### config.mk
export PLATFORM = sky130hd
export DESIGN_NAME = dnn_fc_layer_fix
export DESIGN_NICKNAME = d
export VERILOG_FILES = /design/src/rtl/dnn_fc_layer_fix.sv
export SDC_FILE = /design/constraint.sdc
export NUM_CORES = 1
export LEC_CHECK = 0
export CAP_MARGIN = 20
export CELL_PAD_IN_SITES_DETAIL_PLACEMENT = 0
export CELL_PAD_IN_SITES_GLOBAL_PLACEMENT = 1
export CORE_ASPECT_RATIO = 0.5
export CORE_MARGIN = 2
export CORE_UTILIZATION = 44
export DETAILED_ROUTE_END_ITERATION = 10
export PLACE_DENSITY_LB_ADDON = 0.2
export REMOVE_ABC_BUFFERS = 1
export SYNTH_ARGS = -nofsm -noshare
export SYNTH_HDL_FRONTEND = slang
export SYNTH_SLANG_ARGS = --single-unit
### constraint.sdc
create_clock -name clk -period 12.6 [get_ports clk]
set_clock_uncertainty 0.2 [all_clocks]
set_input_delay 3.15 -clock clk [delete_from_list [all_inputs] [get_ports clk]]
set_output_delay 3.15 -clock clk [all_outputs]
set_load 0.02 [all_outputs]
### src/rtl/dnn_fc_layer_fix.sv
// rtl/dnn_fc_layer_fix.sv - fixed-point fully-connected layer with LUT sigmoid and argmax
// One shared read port: activations and weights interleave in MAC, then one LUT read per neuron.
module dnn_fc_layer_fix #(
  parameter int                  DATA_WIDTH    = 12,
  parameter int                  FRAC_BITS     = 10,
  parameter int                  ADDR_WIDTH    = 16,
  parameter int                  N_IN          = 400,
  parameter int                  N_OUT         = 10,
  parameter int                  ACC_WIDTH     = 32,
  parameter logic [ADDR_WIDTH-1:0] ADDR_BASE_A   = 16'h0000,
  parameter logic [ADDR_WIDTH-1:0] ADDR_BASE_W   = 16'h0191,
  parameter logic [ADDR_WIDTH-1:0] ADDR_BASE_LUT = 16'h29be
) (
  input  logic                         clk,
  input  logic                         rst,
  input  logic                         start,
  input  logic                         clear,
  input  logic signed [DATA_WIDTH-1:0] mem_data,
  output logic        [ADDR_WIDTH-1:0] mem_addr,
  output logic                         done,
  output logic signed [DATA_WIDTH-1:0] out [N_OUT],
  output logic  [$clog2(N_OUT)-1:0]    class_idx
);

  localparam int CW = $clog2(N_OUT);
  localparam int IW = $clog2(N_IN + 1);
  localparam int PW = 2 * DATA_WIDTH + 1;

  localparam logic [2:0] S_IDLE  = 3'd0;
  localparam logic [2:0] S_MAC   = 3'd1;
  localparam logic [2:0] S_DRAIN = 3'd2;
  localparam logic [2:0] S_LUT   = 3'd3;
  localparam logic [2:0] S_WRITE = 3'd4;
  localparam logic [2:0] S_DONE  = 3'd5;

  // r_a carries one extra bit so the bias activation 2^FRAC_BITS always fits.
  localparam logic signed [DATA_WIDTH:0]   ONE     = (DATA_WIDTH + 1)'(1 << FRAC_BITS);
  localparam logic signed [ACC_WIDTH-1:0]  SAT_MAX = ACC_WIDTH'((64'sd1 <<< (DATA_WIDTH - 1)) - 64'sd1);
  localparam logic signed [ACC_WIDTH-1:0]  SAT_MIN = ~SAT_MAX;

  logic [2:0]                      r_state;
  logic [CW-1:0]                   r_j;
  logic [IW-1:0]                   r_i;
  logic                            r_p;
  logic signed [DATA_WIDTH:0]      r_a;
  logic signed [ACC_WIDTH-1:0]     r_acc;
  logic signed [DATA_WIDTH-1:0]    r_max;
  logic signed [DATA_WIDTH-1:0]    r_out [N_OUT];
  logic [CW-1:0]                   r_class;
  logic                            r_done;

  logic signed [PW-1:0]            w_prod;
  logic signed [ACC_WIDTH-1:0]     w_term;
  logic signed [DATA_WIDTH-1:0]    w_sat;
  logic [DATA_WIDTH-1:0]           w_lut_off;
  logic [ADDR_WIDTH-1:0]           w_addr;

  assign w_prod    = r_a * mem_data;
  assign w_term    = ACC_WIDTH'(w_prod >>> FRAC_BITS);
  assign w_lut_off = {~w_sat[DATA_WIDTH-1], w_sat[DATA_WIDTH-2:0]};

  always_comb begin
    w_sat = r_acc[DATA_WIDTH-1:0];
    if (r_acc > SAT_MAX) begin
      w_sat = {1'b0, {(DATA_WIDTH - 1){1'b1}}};
    end else if (r_acc < SAT_MIN) begin
      w_sat = {1'b1, {(DATA_WIDTH - 1){1'b0}}};
    end
  end

  always_comb begin
    w_addr = ADDR_BASE_A;
    case (r_state)
      S_MAC: begin
        if (!r_p) begin
          w_addr = ADDR_BASE_A + ADDR_WIDTH'(r_i);
        end else begin
          w_addr = ADDR_BASE_W + ADDR_WIDTH'(r_j * (N_IN + 1)) + ADDR_WIDTH'(r_i);
        end
      end
      S_LUT:   w_addr = ADDR_BASE_LUT + ADDR_WIDTH'(w_lut_off);
      default: w_addr = ADDR_BASE_A;
    endcase
  end

  always_ff @(posedge clk) begin
    if (!rst || clear) begin
      r_state <= S_IDLE;
      r_j     <= '0;
      r_i     <= '0;
      r_p     <= 1'b0;
      r_a     <= '0;
      r_acc   <= '0;
      r_max   <= '0;
      r_class <= '0;
      r_done  <= 1'b0;
      for (int k = 0; k < N_OUT; k++) r_out[k] <= '0;
    end else begin
      case (r_state)
        S_IDLE: begin
          if (start) begin
            r_state <= S_MAC;
            r_j     <= '0;
            r_i     <= '0;
            r_p     <= 1'b0;
            r_acc   <= '0;
          end
        end
        S_MAC: begin
          if (!r_p) begin
            // mem_data holds the weight fetched for term i-1
            if (r_i != '0) r_acc <= r_acc + w_term;
            r_p <= 1'b1;
          end else begin
            r_a <= (r_i == IW'(N_IN)) ? ONE : (DATA_WIDTH + 1)'(mem_data);
            r_p <= 1'b0;
            if (r_i == IW'(N_IN)) begin
              r_state <= S_DRAIN;
            end else begin
              r_i <= r_i + 1'b1;
            end
          end
        end
        S_DRAIN: begin
          r_acc   <= r_acc + w_term;
          r_state <= S_LUT;
        end
        S_LUT: r_state <= S_WRITE;
        S_WRITE: begin
          r_out[r_j] <= mem_data;
          if (r_j == '0 || mem_data > r_max) begin
            r_max   <= mem_data;
            r_class <= r_j;
          end
          if (r_j != CW'(N_OUT - 1)) begin
            r_j     <= r_j + 1'b1;
            r_i     <= '0;
            r_p     <= 1'b0;
            r_acc   <= '0;
            r_state <= S_MAC;
          end else begin
            r_state <= S_DONE;
            r_done  <= 1'b1;
          end
        end
        S_DONE: begin
          if (start) begin
            r_state <= S_MAC;
            r_j     <= '0;
            r_i     <= '0;
            r_p     <= 1'b0;
            r_acc   <= '0;
            r_done  <= 1'b0;
          end
        end
        default: r_state <= S_IDLE;
      endcase
    end
  end

  assign mem_addr  = w_addr;
  assign done      = r_done;
  assign out       = r_out;
  assign class_idx = r_class;

endmodule

### Word-level counts from Yosys, hierarchy flattened

Index checks and enable logic that the tools add are counted.

* add/subtract/negate cells: 6
* $mul: 2
* $lt $le $gt $ge: 5
* eq/ne operators: 16
* multiplexer cells: 32
* bitwise gates (word level): 2
* reductions and logical operators: 20

Operators by type and width (count)
* 32-bit 2-to-1 mux: 4
* 32-bit one-hot mux with 4 select lines: 1
* 120-bit bitwise mux: 1
* 12-bit demux with 4-bit select: 1
* 12-bit 2-to-1 mux: 3
* 9-bit 2-to-1 mux: 4
* 32-bit by 15-bit adder with 32-bit output: 1
* 32-bit by 12-bit > comparator with 1-bit output, second input constant: 1
* 32-bit by 12-bit less-than comparator with 1-bit output, second input constant: 1
* 16-bit one-hot mux with 2 select lines: 1
* 9-bit one-hot mux with 3 select lines: 1
* 13-bit by 12-bit multiplier with 25-bit output: 1
* 2-bit != test, second input constant: 8
* 14-bit by 12-bit adder with 15-bit output, first input constant: 1
* 14-bit by 9-bit adder with 15-bit output: 1
* 15-bit 2-to-1 mux: 1
* 3-bit one-hot mux with 5 select lines: 1
* 9-bit by 13-bit adder with 14-bit output, first input constant: 1
* 4-bit by 9-bit multiplier with 13-bit output, second input constant: 1
* 13-bit 2-to-1 mux: 1
* 12-bit > comparator: 1
* 3-bit 2-to-1 mux: 4
* 3-bit AND reduction: 4
* 5-bit AND reduction: 2
* 28 further kinds: 37

* bits in registers: 199
* input bits: 16
* output and inout port bits: 141
* logic and storage cells: 102

### Depth between registers and ports, before layout

* depth after elaboration: 6
* depth in mapped cells: 32
* gate-level depth less buffers: 31

### Worst setup path after synthesis

Ideal clock, no wire load.

* kind: in2reg
* start: in mem_data[0]
* end: reg r_acc[28]
* library setup time: 0.117 ns
* data arrival time: 10.449 ns
* data required time: 12.283 ns
* setup slack: 1.833 ns
* cell stages on the path: 29
* buffers on the path: 1
* cell sequence: clkbuf_1 and2_1 fa_1 ha_1 inv_1 fa_1 inv_1 fa_1 inv_1 fa_1 inv_1 ha_1 a21oi_1 a21oi_1 nor4b_1 a21oi_1 mux2i_1 nand4_1 inv_1 ha_1 a21o_1 a21o_1 a21o_1 a221o_1 or3b_4 o2111ai_1 a21boi_1 or3_1 a32o_1

* cells in the longest elaborated chain, start to end: 5

RTL lines
* from (decl): line 18 `input logic signed [DATA_WIDTH-1:0] mem_data,`
* 13-bit by 12-bit multiplier with 25-bit output (*): line 58 `assign w_prod = r_a * mem_data;`
* 32-bit by 15-bit adder with 32-bit output (*): line 112, 125
* 32-bit 2-to-1 mux: line 112 `if (r_i != '0) r_acc <= r_acc + w_term;`
* 32-bit 2-to-1 mux: line 110 `if (!r_p) begin`
* 32-bit one-hot mux with 4 select lines (*): line 99 `case (r_state)`
* to (signal assigned): line 112
* to (signal assigned): line 125 `r_acc <= r_acc + w_term;`
* to (decl): line 46 `logic signed [ACC_WIDTH-1:0] r_acc;`

Mark *: on every way between the ends. The rest lies on a longest branch, timed or not. The select of a mux whose other input is x is not followed.
A chain may end at the register's enable or synchronous reset.

### Worst setup path in the final report

* start: in mem_data[5]
* end: reg r_acc[28]

Same word-level chain as after synthesis.

==> impl_metrics.json <==
{
  "synthCells": 1935,
  "clkPwrFrac_pct": 44.4,
  "period_share_pct": 93.8,
  "synth_compound_area_share_pct": 13.5,
  "p_switching_w": 0.000431,
  "drc_errors": 0,
  "min_path_type": "flip-flop to flip-flop",
  "crit_required_ns": 12.75,
  "syn_to_final_growth_pct": 16.7,
  "worstReg2RegStart": "r_a[3]",
  "cts_buffers": 17,
  "clkSinkCount": 198,
  "start_util_pct": 45.1,
  "pwr-share-seq_pct": 45.2,
  "port_buffers": 154,
  "worstHoldStart": "out[13]",
  "routedWlPerCell_um": 17.2,
  "clk_latency_ns": 0.46,
  "swShare_pct": 30.9,
  "path_clk_slew_ns": 0.09,
  "ios": 157,
  "fp.dieH_um": 138,
  "yosys_most_used_dff": "dfxtp_1",
  "fin_ws_ns": 0.775,
  "async_reset_ff_share_pct": 0,
  "slew_headroom_pct": 29.0,
  "mostFrequentLayoutCell": "nand2_1",
  "status": "complete, no violations",
  "cts_setup_buffers": 0,
  "finalPower_w": 0.00139,
  "cts.repair.resized": 0,
  "fin_nets": 2328,
  "grt_pass1_vias": 12447,
  "wl_um": 43300,
  "layout_common_cells": "381 x nand2_1, 227 x inv_1, 200 x a21oi_1, 198 x dfxtp_1, 154 x clkdlybuf4s50_1",
  "finalSetupTns_ns": 0,
  "holdPathEnd": "out[13]",
  "die_w_um": 271,
  "grt.overflow.total": 0,
  "drive_above_1_share_pct": 3.33,
  "ys_types": 54,
  "critPathKind": "primary input to flip-flop",
  "synthAdderAreaFrac_pct": 29.4,
  "register_area_um2": 3960,
  "startpoint_type": "primary input",
  "syn_area_um2": 15700,
  "comb_power_share_pct": 10.4,
  "antenna_found_initial": 0,
  "diodes": 0,
  "postCtsHoldBufs": 0,
  "syn_area_per_cell_um2": 8.12,
  "worstPathArrival_ns": 11.98,
  "synthMuxAreaShare_pct": 1.48,
  "drt_iter0_drc": 829,
  "n_fill_cell": 3348,
  "pre_cts_slack_ns": 0.330,
  "route.antenna.remaining_nets": 0,
  "internal-power_w": 0.000962,
  "tightest_slew_ns": 1.07,
  "max_freq_ghz": 0.0846,
  "cts_buffer_depth": 2,
  "reg2regPathDepth": 25,
  "dr.pass1.iters": 5,
  "synth_top_family_by_area": "adder cells",
  "cts-htree-levels": 4,
  "dieArea_um2": 37300,
  "finalHoldViolCount": 0,
  "power.density_nw_per_um2": 76.0,
  "drv_slew": 0,
  "grt_max_degree": 95,
  "multi_input_area_um2": 10500,
  "timing.rr.end": "r_acc[28]",
  "vdd_drop_max_mv": 0.0988,
  "synth-xor-area-share_pct": 3.68,
  "cp_max_fo": 16,
  "synth_warnings": 0,
  "track_usage_pct": 23.7,
  "cp-end-kind": "flip-flop",
  "worstHoldPathCells": 2,
  "ys_ff_latch": 198,
  "synthSimpleGateAreaFrac_pct": 18.6,
  "num_vias": 13086,
  "post-route-min-period_ns": 11.82,
  "rows": 48,
  "reg2reg_slack_ns": 3.78,
  "routabilityCongestion": 0.858,
  "core-area_um2": 34800,
  "setup_viol": 0,
  "max_cap_violations": 0,
  "dp_hpwl_um": 32200,
  "p_leak_nw": 7.58,
  "ys_seq_area_share_pct": 25.2,
  "rsz0062_at_grt": "false",
  "synth_enable_flop_cells": 0,
  "viasPerCell": 5.19,
  "clockRootBuffer": "clkbuf_16",
  "cts_tree": "yes",
  "grt_pass1_wl_um": 69400
}
-- stage by stage --
stage | cell area [um^2] | util (%) | hold slack, ns | std cells
after global placement | 17700 | 50.7 | 0.241 | 2487
after floorplan | 15300 | - | 0.260 | 1830
after CTS | 18300 | 52.6 | 0.257 | 2519
final | 18300 | 52.6 | 0.256 | 2519
after global routing | 18300 | 52.6 | 0.273 | 2519
after detailed placement | 17700 | 50.7 | 0.246 | 2487
-- power by group through the flow --
stage	Clock, W	Combinational, W	Sequential, W
floorplan	0	0.0000851	0.000643
global placement	0	0.000144	0.000644
detailed placement	0	0.000144	0.000644
CTS	0.000629	0.000146	0.000629
global route	0.000654	0.000162	0.000630
finish	0.000619	0.000146	0.000629
-- sequential cells by signal, indices dropped and copies added (netlist names) --
name,cells
r_acc,32
r_i,9
r_state,3
done,1
r_a,12
class_idx,4
r_p,1
r_max,12
r_j,4
out,120
-- layout make-up --
class / instances / area share (%)
clock inverter: 15 / 1.31
tap: 475 / 3.24
multi-input combinational: 1405 / 57.3
clock buffer: 17 / 2.32
inverter: 227 / 4.65
sequential: 198 / 21.6
timing repair buffer: 182 / 9.56
-- synth_stat cells (all sizes together), types with 4 or more instances --
cell / count / share of area, %
o21a: 10 / 0.48
and2: 49 / 2.0
nand4: 16 / 0.64
nand3: 37 / 1.2
o21ai: 48 / 1.5
o31ai: 5 / 0.24
o211ai: 6 / 0.29
nor2b: 14 / 0.56
xnor2: 43 / 2.4
fa: 147 / 19
nor4: 9 / 0.36
nor3: 9 / 0.29
a21o: 15 / 0.72
ha: 134 / 11
and3: 16 / 0.64
a22oi: 19 / 0.91
nor2: 111 / 2.7
a31oi: 7 / 0.28
a21oi: 201 / 6.4
a22o: 11 / 0.61
a211oi: 14 / 0.67
clkbuf: 101 / 2.4
dfxtp: 198 / 25
xor2: 23 / 1.3
or3: 6 / 0.24
nand2b: 14 / 0.56
nand2: 381 / 9.1
o22ai: 4 / 0.16
inv: 227 / 5.4
mux2i: 21 / 1.3
buf: 5 / 0.18
-- per-layer routing --
layer,wire length (um),global-route usage (%),up-vias
li1,-,-,6455
met1,21000,33.7,6342
met2,20000,38.8,263
met3,1880,3.59,26
met4,476,4.21,0
met5,0,0,-
-- worst max-delay path, cell delays in order --
cell and delay [ns]:
clkdlybuf4s50_1 0.80, buf_4 0.38, nand2_1 0.12, fa_1 0.46
fa_1 0.41, fa_1 0.54, inv_1 0.05, fa_1 0.48
fa_1 0.50, ha_1 0.35, nand3_1 0.13, a211oi_1 0.76
o211ai_1 0.24, a21oi_1 0.34, mux2i_1 0.23, nand4_1 0.22
inv_1 0.25, buf_4 0.25, ha_1 0.34, a21o_1 0.19
a21o_1 0.18, a221o_1 0.35, or3b_4 0.41, o2111ai_1 0.19
a21boi_1 0.10, or3_1 0.31, a32o_1 0.24
-- worst max path at each step --
stage / from / end / slack, ns / depth (start not counted)
2_1_floorplan: mem_data[8] / r_acc[28] / 2.10 / 28
3_3_place_gp: mem_data[5] / r_acc[28] / 0.44 / 27
3_5_place_dp: mem_data[5] / r_acc[28] / 0.33 / 27
4_1_cts: mem_data[5] / r_acc[28] / 0.79 / 27
5_1_grt: mem_data[5] / r_acc[28] / 0.33 / 27
6_report: mem_data[5] / r_acc[28] / 0.78 / 27
-- kinds of logic after synthesis --
kind of cell	Yosys count
AOI/OAI and AO/OA	362
other	1
buffers and inverters	333
adders and majority gates	281
and+or+nand+nor	671
xor gates and xnor gates	66
DFF	198
muxes	23
Power figures use the tool's default switching activity.
